### config.mk
export PLATFORM = sky130hd
export DESIGN_NAME = mem_arbiter
export DESIGN_NICKNAME = d
export VERILOG_FILES = /design/src/rtl/cpu_bus_pkg.sv /design/src/rtl/arb_rr2.sv /design/src/rtl/mem_arbiter.sv
export SDC_FILE = /design/constraint.sdc
export NUM_CORES = 1
export LEC_CHECK = 0
export ABC_AREA = 1
export BUFFER_PORTS_ARGS = -buffer_cell sky130_fd_sc_hd__buf_2
export CAP_MARGIN = 25
export CORE_MARGIN = 10
export CORE_UTILIZATION = 45
export DETAILED_ROUTE_END_ITERATION = 8
export PLACE_DENSITY = 0.75
export SYNTH_ARGS = -nofsm -noshare
export SYNTH_HDL_FRONTEND = slang
export SYNTH_SLANG_ARGS = --single-unit
### constraint.sdc
create_clock -name clk -period 2.8 [get_ports clk]
set_input_delay 0.84 -clock clk [delete_from_list [all_inputs] [get_ports clk]]
set_output_delay 0.84 -clock clk [all_outputs]
set_load 0.01 [all_outputs]
### src/rtl/cpu_bus_pkg.sv
// Shared bus definitions for the two-master memory arbiter.
// FSM encodings, bus widths and the default memory latency.
package cpu_bus_pkg;

    localparam int ADDR_W      = 32;
    localparam int DATA_W      = 16;
    localparam int DEF_LATENCY = 1;
    localparam int CNT_W       = 2;

    typedef enum logic [1:0] {
        IDLE   = 2'd0,
        ACCESS = 2'd1,
        DONE   = 2'd2
    } arb_state_t;

endpackage

### src/rtl/arb_rr2.sv
// Two-way round-robin picker.
// On a tie the master not served last wins.
module arb_rr2
    import cpu_bus_pkg::*;
(
    input  logic [1:0] req,
    input  logic       last_served,
    output logic       grant_valid,
    output logic       grant_idx
);

    assign grant_valid = |req;
    assign grant_idx   = (req == 2'b11) ? ~last_served : req[1];

endmodule

### src/rtl/mem_arbiter.sv
// Two-master arbiter sequencing each access through a fixed wait count.
// Holds the FSM, wait counter, request latches and read-data registers.
module mem_arbiter
    import cpu_bus_pkg::*;
#(
    parameter int LATENCY = DEF_LATENCY
) (
    input  logic              clk,
    input  logic              rst_n,
    input  logic              m0_req,
    input  logic [ADDR_W-1:0] m0_addr,
    input  logic [DATA_W-1:0] m0_wdata,
    input  logic              m0_write,
    output logic              m0_ack,
    output logic [DATA_W-1:0] m0_rdata,
    input  logic              m1_req,
    input  logic [ADDR_W-1:0] m1_addr,
    input  logic [DATA_W-1:0] m1_wdata,
    input  logic              m1_write,
    output logic              m1_ack,
    output logic [DATA_W-1:0] m1_rdata,
    output logic [ADDR_W-1:0] mem_addr,
    output logic [DATA_W-1:0] mem_wdata,
    output logic              mem_write,
    input  logic [DATA_W-1:0] mem_rdata,
    output logic              owner,
    output logic              busy
);

    localparam logic [CNT_W-1:0] CNT_LOAD = CNT_W'(LATENCY);

    arb_state_t        state, state_d;
    logic [CNT_W-1:0]  cnt;
    logic [ADDR_W-1:0] addr_q;
    logic [DATA_W-1:0] wdata_q;
    logic              write_q;
    logic              owner_q;
    logic              last_served;
    logic [DATA_W-1:0] rdata0_q, rdata1_q;

    logic grant_valid, grant_idx;
    logic grant, finish, in_access;

    arb_rr2 u_pick (
        .req         ({m1_req, m0_req}),
        .last_served (last_served),
        .grant_valid (grant_valid),
        .grant_idx   (grant_idx)
    );

    always_comb begin
        state_d = state;
        grant   = 1'b0;
        finish  = 1'b0;
        unique case (state)
            IDLE: begin
                if (grant_valid) begin
                    grant   = 1'b1;
                    state_d = ACCESS;
                end
            end
            ACCESS: begin
                if (cnt == '0) begin
                    finish  = 1'b1;
                    state_d = DONE;
                end
            end
            DONE:    state_d = IDLE;
            default: state_d = IDLE;
        endcase
    end

    always_ff @(posedge clk or negedge rst_n) begin
        if (!rst_n) begin
            state       <= IDLE;
            cnt         <= '0;
            addr_q      <= '0;
            wdata_q     <= '0;
            write_q     <= 1'b0;
            owner_q     <= 1'b0;
            last_served <= 1'b1;
            rdata0_q    <= '0;
            rdata1_q    <= '0;
        end else begin
            state <= state_d;
            if (grant) begin
                addr_q      <= grant_idx ? m1_addr  : m0_addr;
                wdata_q     <= grant_idx ? m1_wdata : m0_wdata;
                write_q     <= grant_idx ? m1_write : m0_write;
                owner_q     <= grant_idx;
                last_served <= grant_idx;
                cnt         <= CNT_LOAD;
            end else if (in_access && cnt != '0) begin
                cnt <= cnt - 1'b1;
            end
            // Read data is captured on the edge that leaves ACCESS.
            if (finish && !write_q) begin
                if (owner_q) rdata1_q <= mem_rdata;
                else         rdata0_q <= mem_rdata;
            end
        end
    end

    assign in_access = (state == ACCESS);

    assign mem_addr  = in_access ? addr_q  : '0;
    assign mem_wdata = in_access ? wdata_q : '0;
    assign mem_write = in_access && write_q && (cnt == CNT_LOAD);

    assign m0_ack   = (state == DONE) && !owner_q;
    assign m1_ack   = (state == DONE) &&  owner_q;
    assign m0_rdata = rdata0_q;
    assign m1_rdata = rdata1_q;
    assign owner    = owner_q;
    assign busy     = (state != IDLE);

endmodule

# ---- After elaboration in Yosys (flattened, before gate mapping)
# Index checks and enable logic that the tools add are counted.
dict set report totals {
  regBits 87
  inputBits 118
  wordCells 50
}
dict set report op_classes {
  add_sub_neg 1
  eq_ne 6
  n_mux 15
  bitwise_logic 2
  reduce_logical 17
}
# op n
set op_table {}
lappend op_table {{2-to-1 mux 32 bit} 2}
lappend op_table {{2-to-1 mux 16 bit} 2}
lappend op_table {{2-to-1 mux 2 bit} 4}
lappend op_table {{logical AND 1 bit} 6}
lappend op_table {{2-to-1 mux 1 bit} 6}
lappend op_table {{AND reduction 2 bit} 3}
lappend op_table {{nonzero test 2 bit} 3}
lappend op_table {{== test 2 x 1 -> 1 bit, second input constant} 2}
lappend op_table {{== test 2 bit, second input constant} 2}
lappend op_table {{logical NOT 2 bit} 2}
lappend op_table {{case mux 2 bit (2 select lines)} 1}
lappend op_table {{logical NOT 1 bit} 2}
lappend op_table {{inequality test 2 x 1 -> 1 bit, second input constant} 1}
lappend op_table {{inequality test 2 bit, second input constant} 1}
lappend op_table {{NOT 1 bit} 2}
lappend op_table {{OR reduction 2 bit} 1}
lappend op_table {{subtractor 2 x 1 -> 2 bit, second input constant} 1}

# ---- Longest topological paths before layout
dict set report logic_depth {
  word_depth 5
  depth_mapped 7
  depth_no_buf 6
}

# ---- By module
# A second synthesis with hierarchy kept.
dict set report hier_totals {
  cells_unflattened 595
  area_unflattened_um2 4367.9
}
# module n_inst cells_per_inst area_each_um2
set modules_own_cells {}
lappend modules_own_cells {mem_arbiter 1 592 4352.9}
lappend modules_own_cells {arb_rr2 1 3 15.0}

# ---- Least setup slack after synthesis
# Ideal clock, no wire load.
dict set report synth_timing {
  path_kind {reg2out}
  from {register owner_q, in the netlist owner}
  to {output port m1_ack}
  arrival_time_ns 1.148
  required_ns 1.960
  path_slack_ns 0.812
  path_stages_with_launch 5
  path_buffers 2
  cell_sequence {dfrtp_1 > buf_2 > inv_2 > buf_1 > nor3_1}
}
dict set report synth_via {
  elab_chain_cells 1
}
# item line
set synth_rtl {}
lappend synth_rtl {{start, declared} mem_arbiter.sv:37} ;# logic owner_q;
lappend synth_rtl {{start signal, assigned} mem_arbiter.sv:90} ;# owner_q <= grant_idx;
lappend synth_rtl {{logical AND 1 bit} mem_arbiter.sv:111} ;# assign m1_ack = (state == DONE) && owner_q;
lappend synth_rtl {{end, declared} mem_arbiter.sv:20} ;# output logic m1_ack,
# No other way between the ends.

# ---- Final worst setup path
dict set report layout_timing {
  from {register state[1]}
  to {output port mem_addr[29]}
}
dict set report layout_via {
  elab_chain_cells 2
}
# item line
set layout_rtl {}
lappend layout_rtl {{start, declared} mem_arbiter.sv:32} ;# arb_state_t state, state_d;
lappend layout_rtl {{start signal, assigned} mem_arbiter.sv:85} ;# state <= state_d;
lappend layout_rtl {{== test 2 x 1 -> 1 bit} mem_arbiter.sv:104} ;# assign in_access = (state == ACCESS);
lappend layout_rtl {{2-to-1 mux 32 bit} mem_arbiter.sv:106} ;# assign mem_addr = in_access ? addr_q : '0;
lappend layout_rtl {{end, declared} mem_arbiter.sv:22} ;# output logic [ADDR_W-1:0] mem_addr,
# No other way between the ends.

==> results.py <==
metrics = {
    "status": {
        "status": "finished, final reports clean",
    },
    "detailed_routing": {
        "drc": 0,
        "drtIter0Drc": 311,
        "routedWlPerCell_um": 13.6,
        "wirelength_um": 13300,
        "via_per_inst": 4.68,
        "firstDrtPassIters": 5,
        "vias": 4582,
        "ant_nets": 0,
    },
    "global_route": {
        "grt_use_total_pct": 17.5,
        "grt_pass1_wl_um": 21400,
        "grt_overflow_total": 0,
        "grt_max_degree": 50,
        "antenna_found_initial": 0,
        "first_global_vias": 4510,
    },
    "floorplan": {
        "die-area_mm2": 0.0148,
        "fp.dieH_um": 122,
        "core_mm2": 0.0102,
        "die_x_um": 122,
        "num_rows": 37,
        "ios": 203,
        "start_util_pct": 45.6,
    },
    "yosys": {
        "synth_common_cells": "262 x nand2_1, 86 x dfrtp_1, 86 x nand3_1, 80 x inv_1, 51 x nor2_1",
        "syn_inst": 651,
        "synth_top_cells_by_area": "dfrtp_1 46%, nand2_1 21%, nand3_1 9.3%",
        "synth_edf_count": 0,
        "yosysTopAreaCellShare_pct": 46.4,
        "synth_fp_nets": 771,
        "ys_warn_count": 0,
        "synthesis.area_mm2": 0.00464,
        "yosysUniqueCellTypes": 22,
        "yosysMostFrequentCell": "nand2_1",
        "synth_seq_cells": 87,
        "async_reset_ff_share_pct": 100,
        "yosysTopAreaCell": "dfrtp_1",
        "synthFlopType": "dfrtp_1",
        "yosysSeqAreaShare_pct": 46.9,
        "postSynthAreaPerCell_um2": 7.13,
    },
    "power_and_ir_drop": {
        "p_per_area_mw_per_mm2": 1050,
        "switching_power_uw": 2720,
        "clkPwrFrac_pct": 14.9,
        "cellLeakagePower_uw": 0.00364,
        "seqPwrFrac_pct": 36.1,
        "p_int_uw": 3560,
        "p_sw_share_pct": 43.3,
        "comb_power_share_pct": 49.0,
        "total_power_uw": 6280,
        "vdd_drop_max_uv": 536,
    },
    "sta": {
        "fin_worst_skew_ps": 11.5,
        "setup_viol": 0,
        "fin_tns_setup_ps": 0,
        "worstMarginPinSlew_ps": 590,
        "rsz0062_at_grt": "no",
        "period_share_pct": 89.0,
        "max_freq_mhz": 401,
        "maxSlewViolCount": 0,
        "max-slew-margin-rel_pct": 60.6,
        "hold_viol": 0,
        "fin_crit_ps": 2490,
    },
    "clock_tree": {
        "cts_resized": 0,
        "root_buffer": "clkbuf_8",
        "worstSkewPairLatency_ps": 340,
        "clkTransAtPathRegs_ps": 70,
        "post_cts_buffers": 0,
        "htreeDepth": 3,
        "clock_path_buffers": 2,
        "clock_sinks": 87,
        "tritoncts": "built",
        "hold_buffers": 0,
        "cts_buffers": 9,
    },
    "job": {
        "cap_violations": 0,
    },
    "critical_path": {
        "required_ps": 1960,
        "critPathMaxFanout": 49,
        "setup.worst_path.end_class": "output pin",
        "critPathLaunchType": "register",
        "criticalPathCategory": "register to output pin",
        "crit_arrival_ps": 1650,
    },
    "place": {
        "place_hpwl_um": 10000,
        "portBuffers": 202,
        "place.gp.congestion": 0.794,
    },
    "cells_and_area": {
        "post-route-util_pct": 58.5,
        "area_growth_syn_to_layout_pct": 28.3,
        "drive_gt1_share_pct": 29.2,
        "n_antenna_cell": 0,
        "final_nets": 959,
    },
    "hold_path": {
        "hold_path.class": "register to register",
    },
}
## through the flow
step / setup WS, ps / cell area, um2 / cells / hold WS (ps)
floorplan: 812 / 4640 / 651 / 449
global placement: 692 / 5740 / 964 / 447
detailed placement: 692 / 5740 / 964 / 453
CTS: 317 / 5950 / 979 / 474
global route: 171 / 5950 / 979 / 486
finish: 307 / 5950 / 979 / 469
## power groups by stage
| stage | Sequential [uW] | Clock [uW] | Combinational (uW) |
|---|---|---|---|
| 2_1_floorplan | 2320 | 0 | 1920 |
| 6_report | 2270 | 934 | 3080 |
| 5_1_grt | 2350 | 1010 | 3520 |
| 3_5_place_dp | 2270 | 0 | 3140 |
| 4_1_cts | 2260 | 960 | 3140 |
| 3_3_place_gp | 2270 | 0 | 3090 |
## state kept, by name (all words and copies together), names as in the netlist
register,cells
cnt,2
write_q,1
m1_rdata,16
owner,1
last_served,1
wdata_q,16
addr_q,32
state,2
m0_rdata,16
## critical path, cell delays in order, from the launching register on
cell	delay [ps]
dfrtp_1	420
inv_2	80
nand2_2	60
buf_4	440
nor2_1	110
buf_2	170
## final timing paths
path                       depth (start not counted)  slack (ps)        start            to
max                                                5         310     state[1]  mem_addr[29]
min                                                2         470  m1_rdata[5]   m1_rdata[5]
max reg2reg                                        5        1120        owner   m0_rdata[5]
min reg2reg                                        2         470  m1_rdata[5]   m1_rdata[5]
max in group asynchronous                          2        1600        rst_n         owner
min in group asynchronous                          1         490        rst_n     addr_q[8]
## metal layers
layer | track usage, % | routed length (um)
met1 | 21.3 | 5830
met3 | 5.60 | 1120
met4 | 4.17 | 127
met2 | 29.5 | 6210
met5 | 0 | 0
## layout by cell type (no fill, tap or decap), drive strengths merged
| cell type | synthesis | final |
|---|---|---|
| ha | 2 | 2 |
| dfrtp | 86 | 86 |
| or2 | 1 | 1 |
| inv | 83 | 83 |
| nand3b | 27 | 27 |
| bufinv | 0 | 2 |
| buf | 29 | 216 |
| o21ai | 2 | 2 |
| clkbuf | 10 | 11 |
| dfstp | 1 | 1 |
| nand2 | 266 | 266 |
| nand3 | 86 | 86 |
| nand4 | 2 | 2 |
| clkinv | 0 | 2 |
| nor2 | 54 | 54 |
| nor3 | 2 | 2 |
## cell families (layout without fill, tap and decap cells)
| group | count (synthesis) | after routing | synth area share, % |
|---|---|---|---|
| simple gates | 438 | 438 | 40.9 |
| compound gates | 2 | 2 | 0.296 |
| buf+inv | 122 | 314 | 11.3 |
| fa+ha+maj | 2 | 2 | 0.539 |
| flops | 87 | 87 | 46.9 |
## final cells by class
cell class / instances / area, um2
Tap cell: 136 / 170
Fill cell: 1007 / 4230
Sequential cell: 87 / 2180
Clock buffer: 11 / 141
Multi-Input combinational cell: 442 / 1950
Inverter: 83 / 312
Clock inverter: 4 / 70.1
Timing Repair Buffer: 216 / 1130
(Power assumes the default switching activity.)
